--- src/rtl/eaf_bloom_filter_param.sv ---
// eaf_bloom_filter_param: evicted-address Bloom filter with serial hash probes and auto-clear
module eaf_bloom_filter_param #(
  parameter int ADDR_W      = 32,
  parameter int NUM_ENTRIES = 16,
  parameter int BF_BITS     = 64,
  parameter int NUM_HASH    = 4
) (
  input  logic                               clk,
  input  logic                               rst,
  input  logic [ADDR_W-1:0]                  mem_addr,
  input  logic                               insert_req_i,
  input  logic                               test_req_i,
  output logic                               busy_o,
  output logic                               resp_o,
  output logic                               addr_exists,
  output logic                               priority_level,
  output logic                               clear_o,
  output logic [$clog2(NUM_ENTRIES+1)-1:0]   entry_count_o
);
  localparam int IDX_W = $clog2(BF_BITS);
  localparam int CNT_W = $clog2(NUM_ENTRIES + 1);
  localparam int PI_W  = (NUM_HASH > 1) ? $clog2(NUM_HASH) : 1;
  typedef enum logic [1:0] {IDLE, PROBE, RESP, CLEAR} state_t;
  state_t             state, state_nx;
  logic [BF_BITS-1:0] bf;
  logic [ADDR_W-1:0]  addr;
  logic               ins, tst, hit_acc;
  logic [PI_W-1:0]    pi;
  logic [CNT_W-1:0]   count, count_inc;
  logic [IDX_W-1:0]   idx;
  logic               bit_hit, last, accept;
  assign idx       = addr[pi*IDX_W +: IDX_W] ^ addr[ADDR_W-1 -: IDX_W] ^ IDX_W'(pi);
  assign bit_hit   = bf[idx];
  assign last      = (pi == PI_W'(NUM_HASH - 1));
  assign accept    = (state == IDLE) && (insert_req_i || test_req_i);
  assign count_inc = count + 1'b1;
  assign entry_count_o = count;
  always_ff @(posedge clk or negedge rst) begin
    if (!rst) state <= IDLE;
    else      state <= state_nx;
  end
  always_comb begin
    state_nx = state;
    case (state)
      IDLE:    state_nx = accept ? PROBE : IDLE;
      // test-only ops stop at the first clear bit; inserts must visit every probe
      PROBE:   state_nx = (last || (!ins && !bit_hit)) ? RESP : PROBE;
      RESP:    state_nx = (ins && count_inc == CNT_W'(NUM_ENTRIES)) ? CLEAR : IDLE;
      default: state_nx = IDLE;
    endcase
  end
  always_comb begin
    busy_o         = (state != IDLE);
    resp_o         = (state == RESP);
    addr_exists    = resp_o && tst && hit_acc;
    priority_level = addr_exists;
    clear_o        = (state == CLEAR);
  end
  always_ff @(posedge clk or negedge rst) begin
    if (!rst) begin
      bf      <= '0;
      addr    <= '0;
      ins     <= 1'b0;
      tst     <= 1'b0;
      hit_acc <= 1'b0;
      pi      <= '0;
      count   <= '0;
    end else begin
      if (accept) begin
        addr    <= mem_addr;
        ins     <= insert_req_i;
        tst     <= test_req_i;
        pi      <= '0;
        hit_acc <= 1'b1;
      end
      if (state == PROBE) begin
        hit_acc <= hit_acc && bit_hit;
        pi      <= pi + 1'b1;
        if (ins) bf[idx] <= 1'b1;
      end
      if (state == RESP && ins) count <= count_inc;
      if (state == CLEAR) begin
        bf    <= '0;
        count <= '0;
      end
    end
  end
endmodule

--- config.mk ---
export PLATFORM = sky130hd
export DESIGN_NAME = eaf_bloom_filter_param
export DESIGN_NICKNAME = d
export VERILOG_FILES = /design/src/rtl/eaf_bloom_filter_param.sv
export SDC_FILE = /design/constraint.sdc
export NUM_CORES = 1
export LEC_CHECK = 0
export ABC_CLOCK_PERIOD_IN_PS = 3150
export CORE_MARGIN = 2
export CORE_UTILIZATION = 48
export DETAILED_ROUTE_END_ITERATION = 6
export GPL_ROUTABILITY_DRIVEN = 0
export MAX_ROUTING_LAYER = met4
export PLACE_DENSITY = 0.68
export SLEW_MARGIN = 10
export SYNTH_ARGS = -nofsm -noshare
export SYNTH_HDL_FRONTEND = slang
export SYNTH_SLANG_ARGS = --single-unit
--- constraint.sdc ---
create_clock -name clk -period 3.15 [get_ports clk]
set_input_delay 0.945 -clock clk [delete_from_list [all_inputs] [get_ports clk]]
set_output_delay 0.945 -clock clk [all_outputs]
set_load 0.02 [all_outputs]
==> results.py, run 1 <==
metrics = {
    "setup_path": {
        "critical-path-max-stage-delay_ns": 0.43,
        "crit_chain": "buf_4 -> mux2i_1 -> mux2i_2 -> nand2_1 -> buf_4 -> mux2i_1 -> a21oi_1 -> a211oi_1 -> nor4_2 -> buf_4 -> a21o_1",
        "worst-setup-path-type": "flop to flop",
        "critPathRequiredTime_ns": 3.41,
        "start_kind": "flop",
        "crit_slowest_cell": "dfrtp_2",
        "crit_top_cell": "buf_4",
        "crit_fanout": 13,
        "arrival_ns": 3.20,
        "cp.buffers_inverters": 3,
        "critPathCaptureType": "flop",
        "path_delay_family": "multiplexers",
    },
    "cts": {
        "tritoncts": "done",
        "clockBufferDepth": 2,
        "clock-sinks": 106,
        "clk_latency_ns": 0.37,
        "cts.htree.levels": 3,
        "cts_buffers": 9,
        "clkTransAtPathRegs_ns": 0.11,
        "cts_root_buffer": "clkbuf_8",
    },
    "floorplan": {
        "die_h_um": 107,
        "initial_utilization": 0.492,
        "die_area_mm2": 0.0114,
        "fp.dieW_um": 107,
        "rows": 37,
        "ios": 46,
        "fp.coreArea_mm2": 0.0103,
    },
    "logic_synthesis": {
        "synth_xor_area_frac": 0.0295,
        "yosysSeqAreaShare": 0.525,
        "synth-simple-area-share": 0.154,
        "synth_ff_type": "dfrtp_1",
        "synth_cell_types": 47,
        "syn_area_mm2": 0.00505,
        "async_flop_share": 1.00,
        "yosys-mux-area-fraction": 0.137,
        "syn_area_per_cell_um2": 10.3,
        "synth_compound_area_frac": 0.122,
        "synth_edf_count": 0,
        "synth_nets": 530,
        "synthAdderAreaFrac": 0.00743,
        "yosys_warnings": 0,
        "synth_top_family_by_area": "simple AND/OR/NAND/NOR gates",
        "synthCells": 491,
        "synth_seq_cells": 106,
    },
    "timing": {
        "hold_viol": 0,
        "fmax_mhz": 341,
        "maxSlewHeadroom": 0.577,
        "fin_setup_tns_ns": 0,
        "fin_worst_skew_ns": 0.0139,
        "worst_pin_slew_ns": 0.635,
        "finalSetupViolations": 0,
        "finalMaxSlewViolations": 0,
        "rsz0062_at_grt": "no",
        "fin_crit_ns": 2.93,
        "period_share": 0.932,
    },
    "route": {
        "ant_nets": 0,
        "drt_iter0_drc": 277,
        "remaining_drc_errors": 0,
        "vias": 3967,
        "viasPerCell": 5.68,
        "wl_mm": 11.7,
        "dr.pass1.iters": 4,
        "wl_per_cell_um": 16.7,
    },
    "grt": {
        "grt_pass1_wl_mm": 19.5,
        "grt_pass1_vias": 3965,
        "antenna_found_initial": 0,
        "overflow": 0,
        "track_usage": 0.223,
        "grt_max_degree": 65,
    },
    "min_path": {
        "hold_path_class": "flop to flop",
    },
    "cells_and_area": {
        "nFillCells": 876,
        "nets": 596,
        "final_common_cell": "dfrtp_1",
        "layout-drive-gt1-share": 0.190,
        "area_growth_pct": 21.4,
        "mostFrequentLayoutCells": "dfrtp_1 (105), nor2_1 (89), a21oi_1 (48), nand2_1 (43), clkdlybuf4s50_1 (42)",
        "antennaDiodeCount": 0,
    },
    "job": {
        "maxCapViolCount": 0,
    },
    "placed_design": {
        "portBuffers": 43,
        "dpl.hpwl_mm": 7.90,
    },
    "outcome": {
        "status": "complete, no violations",
    },
}
-- sequential cells by signal, summed over array words and instances (netlist names) --
register / cells
pi: 2
addr: 30
ins: 1
state: 2
entry_count_o: 5
bf: 64
tst: 1
hit_acc: 1
-- final timing paths --
path	endpoint	slack (ns)	start	depth (start not counted)
min reg2reg	tst	0.49	tst	2
min	tst	0.49	tst	2
min in group asynchronous	addr[5]	0.54	rst	1
max reg2reg	state[1]	0.22	pi[0]	11
max	state[1]	0.22	pi[0]	11
max in group asynchronous	bf[10]	1.88	rst	2
-- synthesized netlist by cell type, types with 3 or more instances --
master,instances,area [um2]
dfrtp_1,106,2650
nor2_1,90,338
a21oi_1,48,240
nand2_1,43,161
mux2_2,33,372
a31oi_1,25,156
mux2i_1,19,190
nand3_1,17,85.1
clkbuf_1,14,52.6
o21ai_0,13,65.1
nor3_1,8,40.0
xor2_1,7,61.3
buf_2,5,25.0
nand4_1,5,31.3
xnor2_1,5,43.8
mux4_2,4,90.1
and3_1,3,18.8
buf_4,3,22.5
ha_1,3,37.5
inv_1,3,11.3
nor2b_1,3,18.8
nor4_1,3,18.8
-- tightest hold or removal path: stages, from the launching register on --
cell,delay (ns)
dfrtp_1,0.36
nand2_1,0.05
nand2_1,0.05
-- routing by layer --
layer / share of wire / routed length, um / GRT usage / up-vias
met5: 0 / 0 / - / -
li1: - / - / - / 1880
met3: 0.057 / 672 / 0.0334 / 27
met4: 0.024 / 286 / 0.0761 / 0
met2: 0.48 / 5570 / 0.352 / 144
met1: 0.44 / 5160 / 0.298 / 1916
-- final cells by class --
type                       count  area (um2)  share of cell area
timing repair buffer          79         736               0.120
inverter                       3        11.3             0.00183
clock inverter                 7         109              0.0177
clock buffer                   9         124              0.0202
tap                          136         170              0.0277
multi-input combinational    358        2330               0.380
sequential                   106        2650               0.432
-- logic make-up (layout without fill, tap and decap cells) --
| logic type | after synthesis | in the layout |
|---|---|---|
| buf+inv | 28 | 98 |
| fa+ha+maj | 3 | 3 |
| compound gates | 103 | 103 |
| xor+xnor | 14 | 15 |
| simple gates | 179 | 179 |
| flops | 106 | 106 |
| mux | 58 | 58 |
-- through the flow --
stage          utilization  instance area [um2]  cells  worst slack, ns  hold slack (ns)
2_1_floorplan            -                 5050    491            0.368            0.437
3_5_place_dp         0.567                 5830    677           0.0978            0.464
3_3_place_gp         0.567                 5830    677           0.0928            0.455
4_1_cts              0.590                 6060    693           0.0548            0.497
5_1_grt              0.597                 6140    698          0.00854            0.530
6_report             0.597                 6140    698            0.216            0.492
-- timing repair --
item,4_1_cts,5_1_grt
hold buffers,0,0
resized for setup,0,6
setup endpoints to repair,0,3
setup buffers,0,4
Power of run 1 is not shown: default switching activity piles up to over one toggle a cycle in this logic, so the estimate is an artifact.
==> run 2: changes to the inputs <==
--- a/config.mk
+++ b/config.mk
@@ -6,12 +6,14 @@
 export NUM_CORES = 1
 export LEC_CHECK = 0
 export ABC_CLOCK_PERIOD_IN_PS = 3150
+export CORE_ASPECT_RATIO = 1.2
 export CORE_MARGIN = 2
 export CORE_UTILIZATION = 48
 export DETAILED_ROUTE_END_ITERATION = 6
 export GPL_ROUTABILITY_DRIVEN = 0
 export MAX_ROUTING_LAYER = met4
 export PLACE_DENSITY = 0.68
+export SKIP_CTS_REPAIR_TIMING = 1
 export SLEW_MARGIN = 10
 export SYNTH_ARGS = -nofsm -noshare
 export SYNTH_HDL_FRONTEND = slang
==> results.py, run 2 (same netlist as run 1, synthesis figures left out) <==
metrics = {
    "outcome": {
        "status": "complete, no violations",
    },
    "floorplan": {
        "die_h_um": 116,
        "fp.coreArea_mm2": 0.0104,
        "rows": 41,
        "die_area_mm2": 0.0114,
        "initial_utilization": 0.485,
        "ios": 46,
        "fp.dieW_um": 97.7,
    },
    "cts": {
        "cts.htree.levels": 3,
        "cts_buffers": 9,
        "clock-sinks": 106,
        "tritoncts": "done",
        "clockBufferDepth": 2,
        "clkTransAtPathRegs_ns": 0.07,
        "cts_root_buffer": "clkbuf_16",
        "clk_latency_ns": 0.35,
    },
    "timing": {
        "fin_crit_ns": 3.03,
        "worst_pin_slew_ns": 0.606,
        "fmax_mhz": 330,
        "fin_worst_skew_ns": 0.00656,
        "hold_viol": 0,
        "period_share": 0.962,
        "rsz0062_at_grt": "no",
        "maxSlewHeadroom": 0.596,
        "finalSetupViolations": 0,
        "finalMaxSlewViolations": 0,
        "fin_setup_tns_ns": 0,
    },
    "route": {
        "remaining_drc_errors": 0,
        "ant_nets": 0,
        "wl_mm": 12.2,
        "vias": 4004,
        "wl_per_cell_um": 17.6,
        "dr.pass1.iters": 4,
        "viasPerCell": 5.79,
        "drt_iter0_drc": 303,
    },
    "setup_path": {
        "critPathRequiredTime_ns": 3.38,
        "cp.buffers_inverters": 1,
        "reg2regPathDepth": 9,
        "arrival_ns": 3.26,
        "crit_start": "pi[0]",
        "rrSetupSlack_ns": 0.12,
        "path_delay_family": "multiplexers",
        "crit_fanout": 13,
        "cp_num_cells": 9,
        "worst-setup-path-type": "flop to flop",
        "critical-path-max-stage-delay_ns": 0.61,
        "cp-endpoint": "state[0]",
        "critPathCaptureType": "flop",
        "reg2reg_from": "pi[0]",
        "crit_slowest_cell": "mux4_2",
        "r2r_end": "state[0]",
        "crit_top_cell": "a21oi_1",
        "crit_chain": "mux4_2 -> xor2_4 -> mux2_4 -> a221o_1 -> a21oi_1 -> nor4_1 -> nor4_2 -> buf_4 -> a21oi_1",
        "start_kind": "flop",
    },
    "grt": {
        "antenna_found_initial": 0,
        "grt_pass1_wl_mm": 20.0,
        "track_usage": 0.230,
        "met1_usage": 0.277,
        "overflow": 0,
        "grt_max_degree": 58,
        "grtUsageMet2": 0.389,
        "top_usage_layer": "met2",
        "grt_pass1_vias": 4108,
        "gr-usage-met3": 0.0419,
    },
    "cells_and_area": {
        "registers.top_by_ff_count": "bf",
        "mostFrequentLayoutCells": "dfrtp_1 (105), nor2_1 (89), a21oi_1 (48), nand2_1 (43), clkdlybuf4s50_1 (42)",
        "area_growth_pct": 22.1,
        "nFillCells": 878,
        "nets": 596,
        "layout-drive-gt1-share": 0.187,
        "antennaDiodeCount": 0,
        "final_common_cell": "dfrtp_1",
        "largest_register_ffs": 64,
    },
    "placed_design": {
        "portBuffers": 43,
        "dpl.hpwl_mm": 8.29,
    },
    "min_path": {
        "hold_path_class": "flop to flop",
    },
    "job": {
        "maxCapViolCount": 0,
    },
}
-- run 2: layout make-up --
class                           instances  area, um2  area share
Multi-Input combinational cell        357       2300       0.374
Timing Repair Buffer                   80        734       0.119
Clock buffer                            9        225      0.0365
Sequential cell                       106       2650       0.430
Tap cell                              129        161      0.0262
Inverter                                3       11.3     0.00183
Clock inverter                          7       78.8      0.0128
-- run 2: how the worst min path moves through the flow --
| stage | start | to | slack, ns | cells past startpoint |
|---|---|---|---|---|
| 2_1_floorplan | tst | tst | 0.44 | 2 |
| 3_3_place_gp | tst | tst | 0.46 | 2 |
| 3_5_place_dp | tst | tst | 0.46 | 2 |
| 4_1_cts | tst | tst | 0.48 | 2 |
| 5_1_grt | tst | tst | 0.52 | 2 |
| 6_report | tst | tst | 0.48 | 2 |
-- run 2: worst reg2reg max path, stage by stage, from the launching register on --
cell and delay, ns:
dfrtp_2 0.43, mux4_2 0.61, xor2_4 0.43, mux2_4 0.35, a221o_1 0.30, a21oi_1 0.20, nor4_1 0.10, nor4_2 0.27
buf_4 0.17, a21oi_1 0.07
-- run 2: routing by layer --
metal / up-vias / part of all wire
li1: 1872 / -
met1: 1993 / 0.41
met2: 119 / 0.52
met3: 20 / 0.047
met4: 0 / 0.024
met5: - / 0
-- run 2: stage by stage --
stage,instances,instance area [um2],worst slack (ns),util,hold slack (ns)
2_1_floorplan,491,5050,0.368,-,0.437
3_3_place_gp,674,5840,0.130,0.560,0.456
3_5_place_dp,674,5840,0.0749,0.560,0.463
4_1_cts,690,6140,0.0501,0.590,0.480
5_1_grt,691,6170,0.00441,0.592,0.518
6_report,691,6170,0.119,0.592,0.476
Power of run 2 is left out for the same reason.
==> run 3: changes to the inputs <==
--- a/config.mk
+++ b/config.mk
@@ -7,7 +7,6 @@
 export LEC_CHECK = 0
 export ABC_CLOCK_PERIOD_IN_PS = 3150
 export CORE_ASPECT_RATIO = 1.2
-export CORE_MARGIN = 2
 export CORE_UTILIZATION = 48
 export DETAILED_ROUTE_END_ITERATION = 6
 export GPL_ROUTABILITY_DRIVEN = 0
==> results.py, run 3 (same netlist as run 1, synthesis figures left out) <==
metrics = {
    "setup_path": {
        "reg2regPathDepth": 10,
        "r2r_end": "state[1]",
        "critPathRequiredTime_ns": 3.38,
        "arrival_ns": 3.19,
        "crit_chain": "mux4_2 -> xor2_4 -> buf_4 -> and4_1 -> a311oi_1 -> o22a_1 -> nor4_1 -> nor4_2 -> buf_4 -> a21o_1",
        "crit_fanout": 8,
        "critical-path-max-stage-delay_ns": 0.61,
        "reg2reg_from": "pi[0]",
        "crit_slowest_cell": "mux4_2",
        "critPathCaptureType": "flop",
        "rrSetupSlack_ns": 0.20,
        "start_kind": "flop",
        "worst-setup-path-type": "flop to flop",
        "crit_top_cell": "buf_4",
    },
    "cts": {
        "clock-sinks": 106,
        "clockBufferDepth": 2,
        "clkTransAtPathRegs_ns": 0.06,
        "cts.htree.levels": 3,
        "cts_buffers": 9,
        "cts_root_buffer": "clkbuf_16",
        "clk_latency_ns": 0.34,
        "tritoncts": "done",
    },
    "min_path": {
        "hold_path_class": "flop to flop",
        "hp-start": "tst",
        "min_to": "tst",
        "hold_depth": 2,
    },
    "route": {
        "dr.pass1.iters": 5,
        "drt_iter0_drc": 286,
        "wl_mm": 11.9,
        "viasPerCell": 5.81,
        "remaining_drc_errors": 0,
        "ant_nets": 0,
        "vias": 3994,
        "wl_per_cell_um": 17.3,
    },
    "floorplan": {
        "die_h_um": 114,
        "ios": 46,
        "die_area_mm2": 0.0109,
        "fp.coreArea_mm2": 0.0101,
        "initial_utilization": 0.500,
        "fp.dieW_um": 95.7,
        "rows": 40,
    },
    "grt": {
        "grt_max_degree": 65,
        "track_usage": 0.253,
        "overflow": 0,
        "antenna_found_initial": 0,
        "grt_pass1_vias": 4070,
        "grt_pass1_wl_mm": 20.4,
    },
    "outcome": {
        "status": "complete, no violations",
    },
    "timing": {
        "period_share": 0.938,
        "maxSlewHeadroom": 0.447,
        "worst_pin_slew_ns": 0.826,
        "fin_worst_skew_ns": 0.00645,
        "hold_viol": 0,
        "timing.hold.ws_ns": 0.483,
        "fin_setup_tns_ns": 0,
        "finalMaxSlewViolations": 0,
        "finalSetupViolations": 0,
        "fin_crit_ns": 2.95,
        "rsz0062_at_grt": "no",
        "fmax_mhz": 339,
    },
    "cells_and_area": {
        "seq_area_mm2": 0.00265,
        "mostFrequentLayoutCells": "dfrtp_1 (106), nor2_1 (89), a21oi_1 (48), nand2_1 (43), clkdlybuf4s50_1 (42)",
        "multiInputGateArea_mm2": 0.00229,
        "antennaDiodeCount": 0,
        "nets": 596,
        "final_common_cell": "dfrtp_1",
        "final_util": 0.611,
        "largest_register_ffs": 64,
        "registers.top_by_ff_count": "bf",
        "instances_no_fill": 687,
        "layout-drive-gt1-share": 0.184,
        "area_growth_pct": 22.1,
        "nFillCells": 859,
    },
    "placed_design": {
        "portBuffers": 43,
        "dpl.hpwl_mm": 8.19,
        "dp_cells": 672,
    },
    "job": {
        "maxCapViolCount": 0,
    },
}
==> run 3: layout make-up <==
| type | count | share of cell area |
|---|---|---|
| Sequential cell | 106 | 0.430 |
| Multi-Input combinational cell | 357 | 0.372 |
| Timing Repair Buffer | 80 | 0.124 |
| Clock buffer | 10 | 0.0387 |
| Tap cell | 126 | 0.0255 |
| Clock inverter | 5 | 0.00892 |
| Inverter | 3 | 0.00182 |
==> run 3: per-layer routing <==
metal	share of wire	GRT usage	vias to the layer above
met5	0	-	-
met3	0.041	0.0398	23
met4	0.025	0.0985	0
li1	-	-	1882
met1	0.43	0.335	1965
met2	0.50	0.390	124
==> run 3: worst max path at each step <==
stage,endpoint,depth (start not counted),slack [ns],startpoint
floorplan,hit_acc,9,0.37,pi[0]
global placement,hit_acc,12,0.19,pi[0]
detailed placement,hit_acc,12,0.15,pi[0]
CTS,hit_acc,12,0.14,pi[0]
global route,state[1],10,0.03,pi[0]
finish,state[1],10,0.20,pi[0]
==> run 3: critical path, delay by kind of cell (launching register included) <==
family | cells | cell delay, ns
xor gates and xnor gates | 1 | 0.37
muxes | 1 | 0.61
DFF | 1 | 0.38
buffers and inverters | 2 | 0.40
AOI/OAI and AO/OA | 3 | 0.45
and+or+nand+nor | 3 | 0.63
==> run 3: through the flow <==
step	cell area [um2]	setup slack, ns
2_1_floorplan	5050	0.368
3_3_place_gp	5870	0.186
3_5_place_dp	5870	0.152
4_1_cts	6160	0.138
5_1_grt	6170	0.0255
6_report	6170	0.196
Power of run 3 is left out for the same reason.
